File: config.mk
export PLATFORM = sky130hd
export DESIGN_NAME = muldiv_unit
export DESIGN_NICKNAME = d
export VERILOG_FILES = /design/src/rtl/muldiv_pkg.sv /design/src/rtl/muldiv_iter_core.sv /design/src/rtl/muldiv_unit.sv
export SDC_FILE = /design/constraint.sdc
export NUM_CORES = 1
export LEC_CHECK = 0
export ABC_AREA = 1
export BUFFER_PORTS_ARGS = -buffer_cell sky130_fd_sc_hd__buf_2
export CELL_PAD_IN_SITES_DETAIL_PLACEMENT = 1
export CELL_PAD_IN_SITES_GLOBAL_PLACEMENT = 2
export CORE_MARGIN = 2
export CORE_UTILIZATION = 33
export CTS_CLUSTER_DIAMETER = 120
export CTS_CLUSTER_SIZE = 40
export DETAILED_ROUTE_END_ITERATION = 8
export GPL_TIMING_DRIVEN = 0
export PLACE_DENSITY = 0.95
export SYNTH_ARGS = -nofsm -noshare
export SYNTH_HDL_FRONTEND = slang
export SYNTH_SLANG_ARGS = --single-unit
File: constraint.sdc
create_clock -name clk -period 3.42 [get_ports clk]
set_input_delay 0.684 -clock clk [delete_from_list [all_inputs] [get_ports clk]]
set_output_delay 0.684 -clock clk [all_outputs]
set_load 0.01 [all_outputs]
File: src/rtl/muldiv_pkg.sv
// Shared types and helpers for the RV32M multiply/divide unit.
// Op encodings follow funct3; signedness helpers drive operand magnitude conversion.
package muldiv_pkg;

    localparam int XLEN = 32;

    typedef enum logic [2:0] {
        OP_MUL    = 3'b000,
        OP_MULH   = 3'b001,
        OP_MULHSU = 3'b010,
        OP_MULHU  = 3'b011,
        OP_DIV    = 3'b100,
        OP_DIVU   = 3'b101,
        OP_REM    = 3'b110,
        OP_REMU   = 3'b111
    } muldiv_op_e;

    typedef enum logic [1:0] {
        ST_IDLE = 2'd0,
        ST_CALC = 2'd1,
        ST_DONE = 2'd2
    } muldiv_state_e;

    function automatic logic is_signed_a(muldiv_op_e op);
        return (op == OP_MUL) || (op == OP_MULH) || (op == OP_MULHSU) ||
               (op == OP_DIV) || (op == OP_REM);
    endfunction

    function automatic logic is_signed_b(muldiv_op_e op);
        return (op == OP_MUL) || (op == OP_MULH) || (op == OP_DIV) || (op == OP_REM);
    endfunction

endpackage

File: src/rtl/muldiv_iter_core.sv
// Unsigned radix-2 datapath: shift-add multiply or restoring divide, one bit per step.
// Multiply leaves the 64-bit product in acc; divide leaves {remainder, quotient}.
module muldiv_iter_core
    import muldiv_pkg::*;
(
    input  logic              clk,
    input  logic              reset_n,
    input  logic              load_i,
    input  logic              step_i,
    input  logic              is_div_i,
    input  logic [2*XLEN-1:0] init_acc_i,
    input  logic [XLEN-1:0]   init_opnd_i,
    output logic [2*XLEN-1:0] acc_o,
    output logic [4:0]        cnt_o
);

    logic [2*XLEN-1:0] acc;
    logic [XLEN-1:0]   opnd;
    logic [4:0]        cnt;
    logic [XLEN:0]     mul_sum;
    logic [XLEN-1:0]   div_diff;
    logic              div_ge;
    logic [2*XLEN-1:0] acc_next;

    // opnd holds the multiplicand for multiply and the divisor for divide.
    always_comb begin
        mul_sum  = {1'b0, acc[63:32]} + (acc[0] ? {1'b0, opnd} : 33'd0);
        div_ge   = acc[63:31] >= {1'b0, opnd};
        div_diff = acc[62:31] - opnd;
        if (is_div_i) begin
            acc_next = div_ge ? {div_diff, acc[30:0], 1'b1} : {acc[62:0], 1'b0};
        end else begin
            acc_next = {mul_sum, acc[31:1]};
        end
    end

    always_ff @(posedge clk or negedge reset_n) begin
        if (!reset_n) begin
            acc  <= '0;
            opnd <= '0;
            cnt  <= '0;
        end else if (load_i) begin
            acc  <= init_acc_i;
            opnd <= init_opnd_i;
            cnt  <= '0;
        end else if (step_i) begin
            acc  <= acc_next;
            cnt  <= cnt + 5'd1;
        end
    end

    assign acc_o = acc;
    assign cnt_o = cnt;

endmodule

File: src/rtl/muldiv_unit.sv
// Iterative RV32M multiply/divide unit with FSM, sign handling and special cases.
// Optional MULDIV_FAST_MUL_EN: single-cycle 33x33 signed multiplier for all multiplies.
module muldiv_unit #(
    parameter int XLEN = muldiv_pkg::XLEN
) (
    input  logic            clk,
    input  logic            reset_n,
    input  logic            start_i,
    input  logic            kill_i,
    input  logic [2:0]      funct3_i,
    input  logic [XLEN-1:0] rs1_data_i,
    input  logic [XLEN-1:0] rs2_data_i,
    input  logic [4:0]      rd_addr_i,
    output logic            busy_o,
    output logic            done_o,
    output logic            wr_en_o,
    output logic [4:0]      rd_addr_o,
    output logic [XLEN-1:0] wr_data_o
);
    import muldiv_pkg::*;

    muldiv_state_e state, state_next;
    muldiv_op_e    op_in, op_q;
    logic          sa, sb, is_div_in, div_zero, div_ovf, fast_mul, special, neg_in;
    logic          neg_q, raw_q, load, step;
    logic [4:0]    rd_q, cnt;
    logic [31:0]   a_mag, b_mag, res_q, result_c, div_word, div_fix;
    logic [63:0]   init_acc, acc, prod_fix;
    logic [31:0]   init_opnd;

    assign op_in     = muldiv_op_e'(funct3_i);
    assign sa        = is_signed_a(op_in) & rs1_data_i[31];
    assign sb        = is_signed_b(op_in) & rs2_data_i[31];
    assign a_mag     = sa ? (32'd0 - rs1_data_i) : rs1_data_i;
    assign b_mag     = sb ? (32'd0 - rs2_data_i) : rs2_data_i;
    assign is_div_in = funct3_i[2];
    assign div_zero  = is_div_in && (rs2_data_i == 32'd0);
    assign div_ovf   = ((op_in == OP_DIV) || (op_in == OP_REM)) &&
                       (rs1_data_i == 32'h8000_0000) && (rs2_data_i == 32'hFFFF_FFFF);
    assign neg_in    = (op_in == OP_REM) ? sa : (sa ^ sb);

`ifdef MULDIV_FAST_MUL_EN
    logic signed [63:0] fast_prod;
    assign fast_prod = $signed({sa, rs1_data_i}) * $signed({sb, rs2_data_i});
    assign fast_mul  = !is_div_in;
`else
    assign fast_mul  = 1'b0;
`endif
    assign special   = div_zero || div_ovf || fast_mul;

    // Special cases preload the final (already signed) value so DONE needs no extra logic.
    always_comb begin
        init_opnd = is_div_in ? b_mag : a_mag;
        init_acc  = {32'd0, is_div_in ? a_mag : b_mag};
`ifdef MULDIV_FAST_MUL_EN
        if (fast_mul) init_acc = fast_prod;
`endif
        if (div_zero) begin
            init_acc = {rs1_data_i, 32'hFFFF_FFFF};
        end else if (div_ovf) begin
            init_acc = {32'd0, 32'h8000_0000};
        end
    end

    muldiv_iter_core u_core (
        .clk         (clk),
        .reset_n     (reset_n),
        .load_i      (load),
        .step_i      (step),
        .is_div_i    (op_q[2]),
        .init_acc_i  (init_acc),
        .init_opnd_i (init_opnd),
        .acc_o       (acc),
        .cnt_o       (cnt)
    );

    always_ff @(posedge clk or negedge reset_n) begin
        if (!reset_n) state <= ST_IDLE;
        else          state <= state_next;
    end

    always_comb begin
        state_next = state;
        case (state)
            ST_IDLE: if (start_i && !kill_i) state_next = special ? ST_DONE : ST_CALC;
            ST_CALC: begin
                if (kill_i)            state_next = ST_IDLE;
                else if (cnt == 5'd31) state_next = ST_DONE;
            end
            ST_DONE: state_next = ST_IDLE;
            default: state_next = ST_IDLE;
        endcase
    end

    always_comb begin
        busy_o  = (state != ST_IDLE);
        done_o  = (state == ST_DONE);
        wr_en_o = done_o && (rd_q != 5'd0);
        load    = (state == ST_IDLE) && start_i && !kill_i;
        step    = (state == ST_CALC) && !kill_i;
    end

    always_comb begin
        prod_fix = (neg_q && !raw_q) ? (64'd0 - acc) : acc;
        div_word = op_q[1] ? acc[63:32] : acc[31:0];
        div_fix  = (neg_q && !raw_q) ? (32'd0 - div_word) : div_word;
        if (op_q[2])              result_c = div_fix;
        else if (op_q == OP_MUL)  result_c = prod_fix[31:0];
        else                      result_c = prod_fix[63:32];
    end

    always_ff @(posedge clk or negedge reset_n) begin
        if (!reset_n) begin
            op_q  <= OP_MUL;
            neg_q <= 1'b0;
            raw_q <= 1'b0;
            rd_q  <= '0;
            res_q <= '0;
        end else begin
            if (load) begin
                op_q  <= op_in;
                neg_q <= neg_in;
                raw_q <= special;
                rd_q  <= rd_addr_i;
            end
            if (state == ST_DONE) res_q <= result_c;
        end
    end

    assign rd_addr_o = rd_q;
    assign wr_data_o = (state == ST_DONE) ? result_c : res_q;

endmodule

==> results_dict.tcl <==
set metrics [dict create \
    end_kind "output pin" \
    synthSimpleGateAreaFrac 0.486 \
    place_ws_ps -478 \
    fill_cells 8153 \
    yosysTopAreaCell "nand2_1" \
    clkSinkCount 145 \
    drc 0 \
    fin_crit_sh 1.08 \
    core_um2 58800 \
    grt_usage 0.380 \
    p_per_area_nw_per_um2 985 \
    die_x_um 247 \
    failed_checks "negative setup slack" \
    clockPowerShare 0.086 \
    postRouteAntennaNets 0 \
    outcome "complete, but fails checks" \
    maxSlewViolCount 0 \
    synth.most_common_cell "nand2_1" \
    synth_top_area_share 0.239 \
    overflow 0 \
    seqPwrFrac 0.170 \
    drv_cap 0 \
    rr_worst_depth 15 \
    cts.htree.levels 4 \
    crit_required_ps 2740 \
    drt_iter0_markers 2982 \
    dieArea_um2 61100 \
    ys_ff_latch 145 \
    muxShareOfSynthArea 0 \
    synth_cells 3564 \
    fin_util 0.408 \
    synth_commonest_cells "nand2_1, nor2_1, inv_1" \
    p_total_mw 23.6 \
    clk-insertion-delay-late_ps 510 \
    drive_gt1_frac 0.181 \
    clk_pin_slew_worst_paths_ps 80 \
    hold_viol 0 \
    ir_drop_mv 0.512 \
    gr-usage-met2 0.570 \
    swShare 0.619 \
    area_growth_pct 22.7 \
    fin_ws_ps -260 \
    synth-edff-count 0 \
    p_comb_frac 0.744 \
    vias_per_cell 5.84 \
    dp_cells 4452 \
    netlist_area_um2 19500 \
    synth_area_leaders "nand2_1, dfrtp_1, nand3_1" \
    min_period_ps 3680 \
    synth_compound_area_frac 0.129 \
    slew_headroom 0.261 \
    layout.cells.non_filler 4570 \
    synthAdderAreaFrac 0.0475 \
    hpwl_um 94800 \
    wirelength_um 120000 \
    switching_power_mw 14.6 \
    grt_start_max_net_pins 76 \
    initial_utilization 0.332 \
    diodes 0 \
    postSynthAreaPerCell_um2 5.48 \
    use_met3 0.0865 \
    core.rowCount 89 \
    async_flop_share 1.00 \
    cts_tree "yes" \
    io_pins 116 \
    grt_util_met1 0.489 \
    top_usage_layer "met2" \
    cts_root_buffer "clkbuf_16" \
    numCtsBuffers 17 \
    rsz0062_at_grt "true" \
    grt_pass1_vias 25495 \
    power.leakage_nw 12.0 \
    ys_warn_count 0 \
    critPathMaxFanout 10 \
    hold_path.class "in2async" \
    max_freq_mhz 272 \
    synth_cell_types 58 \
    internal_power_mw 8.99 \
    avgRoutedWirePerCell_um 26.3 \
    critical_path_class "reg2out" \
    antenna_found_initial 2 \
    fin_nets 3933 \
    setup_violations 29 \
    holdWs_ps 111 \
    grt_pass1_wl_um 168000 \
    synth_xor_area_frac 0.0318 \
    worst_pin_slew_ps 1110 \
    cts_buffer_depth 2 \
    first_pass_iters 6 \
    cp.arrival_ps 3000 \
    io_buffers 114 \
    worst_setup_path_start_kind "flop" \
    r2r_slack_ps 90 \
    ys_seq_area_frac 0.186 \
    vias 26706 \
    fin_worst_skew_ps 16.1 \
    gp_congestion 1.09 \
    synth_top_family_by_area "simple AND/OR/NAND/NOR gates" \
    synth_ff_type "dfrtp_1" \
    syn_nets 3713 \
    die_h_um 247 \
]
## registers in the layout, indices dropped and copies added, names as in the netlist
signal,count
u_core.acc_o,64
res_q,32
u_core.opnd,32
rd_addr_o,5
u_core.cnt_o,5
op_q,3
state,2
neg_q,1
raw_q,1
## power groups by stage
stage	clock [mW]	combinational [mW]	sequential [mW]
final	2.04	17.6	4.01
after floorplan	0	9.33	3.04
after global routing	2.09	18.7	3.96
after detailed placement	0	14.3	3.90
after CTS	2.03	15.3	4.00
after global placement	0	14.1	3.88
## cells by family after synthesis
logic type,Yosys count
xor gates and xnor gates,71
and+or+nand+nor,2258
DFF,145
AOI/OAI and AO/OA,433
adders and majority gates,73
buffers and inverters,584
## cell type report
cell class	count	area (µm²)	area share
multi-input cells	2836	14700	0.615
clock inverters	15	183	0.00762
inverters	462	1780	0.0743
clock buffers	17	425	0.0178
plain buffers	117	758	0.0316
flip-flops and latches	145	3700	0.154
repair buffers	205	1410	0.0589
well taps	773	967	0.0404
## per-stage QoR
stage	TNS (ps)	instance area (µm²)
floorplan	0	19500
global placement	-111630	21100
detailed placement	-10140	21100
CTS	-1750	22900
global route	-7110	24000
finish	-4650	24000
## repair_timing
item                                    4_1_cts  5_1_grt
gates resized for setup                     285      209
endpoints found under the setup margin       45       46
gates cloned                                  1        0
hold buffers                                  0        0
pin swaps                                    52       76
buffers inserted                             35       56
## critical path, stage by stage, from the launching register on
cell and delay [ps]:
dfrtp_1 390, nand2_2 220, clkbuf_1 860, o21ai_0 230, a31oi_1 170, o21ai_0 150
nand2_1 100, nand2_1 70, nand2_1 150, buf_2 140
## metal layers
layer / routed length [µm] / vias up
met5: 9 / -
met2: 50500 / 1465
li1: - / 11904
met1: 48300 / 12924
met3: 12100 / 411
met4: 9270 / 2
## cells in the final DEF, fill, tap and decap left out, types with 10 or more instances in the layout
master     instances
nand2_1         1180
inv_1            407
nor2_1           389
nand3_1          330
buf_2            128
a21oi_1          119
dfrtp_1          105
o21ai_0          101
buf_4             91
nand4_1           82
ha_1              68
nor2_2            65
nand2_2           57
xor2_1            50
o21ai_1           42
inv_2             39
clkbuf_1          36
a22oi_1           33
nor2_4            31
dfrtp_2           31
buf_6             30
a21oi_2           28
nand3_2           23
nand3b_1          23
nor3_1            22
nand2_4           18
clkbuf_16         17
o221ai_1          16
o21ai_4           15
xnor2_1           14
o22ai_1           14
o21ai_2           11
inv_4             11
o211ai_1          10
buf_1             10
## final timing paths
| path | startpoint | to |
|---|---|---|
| hold reg to reg | res_q[8]$_DFF_PN0_ | res_q[8]$_DFF_PN0_ |
| max in group asynchronous | reset_n | u_core.acc_o[36]$_DFFE_PN0P_ |
| setup reg to reg | u_core.acc_o[37]$_DFFE_PN0P_ | u_core.acc_o[0]$_DFFE_PN0P_ |
| min in group clk | rd_addr_i[4] | rd_addr_o[4]$_DFFE_PN0P_ |
| setup / recovery | neg_q$_DFFE_PN0P_ | wr_data_o[13] |
| hold / removal | reset_n | res_q[22]$_DFF_PN0_ |
Note: power is estimated with default switching activity, not from simulation.
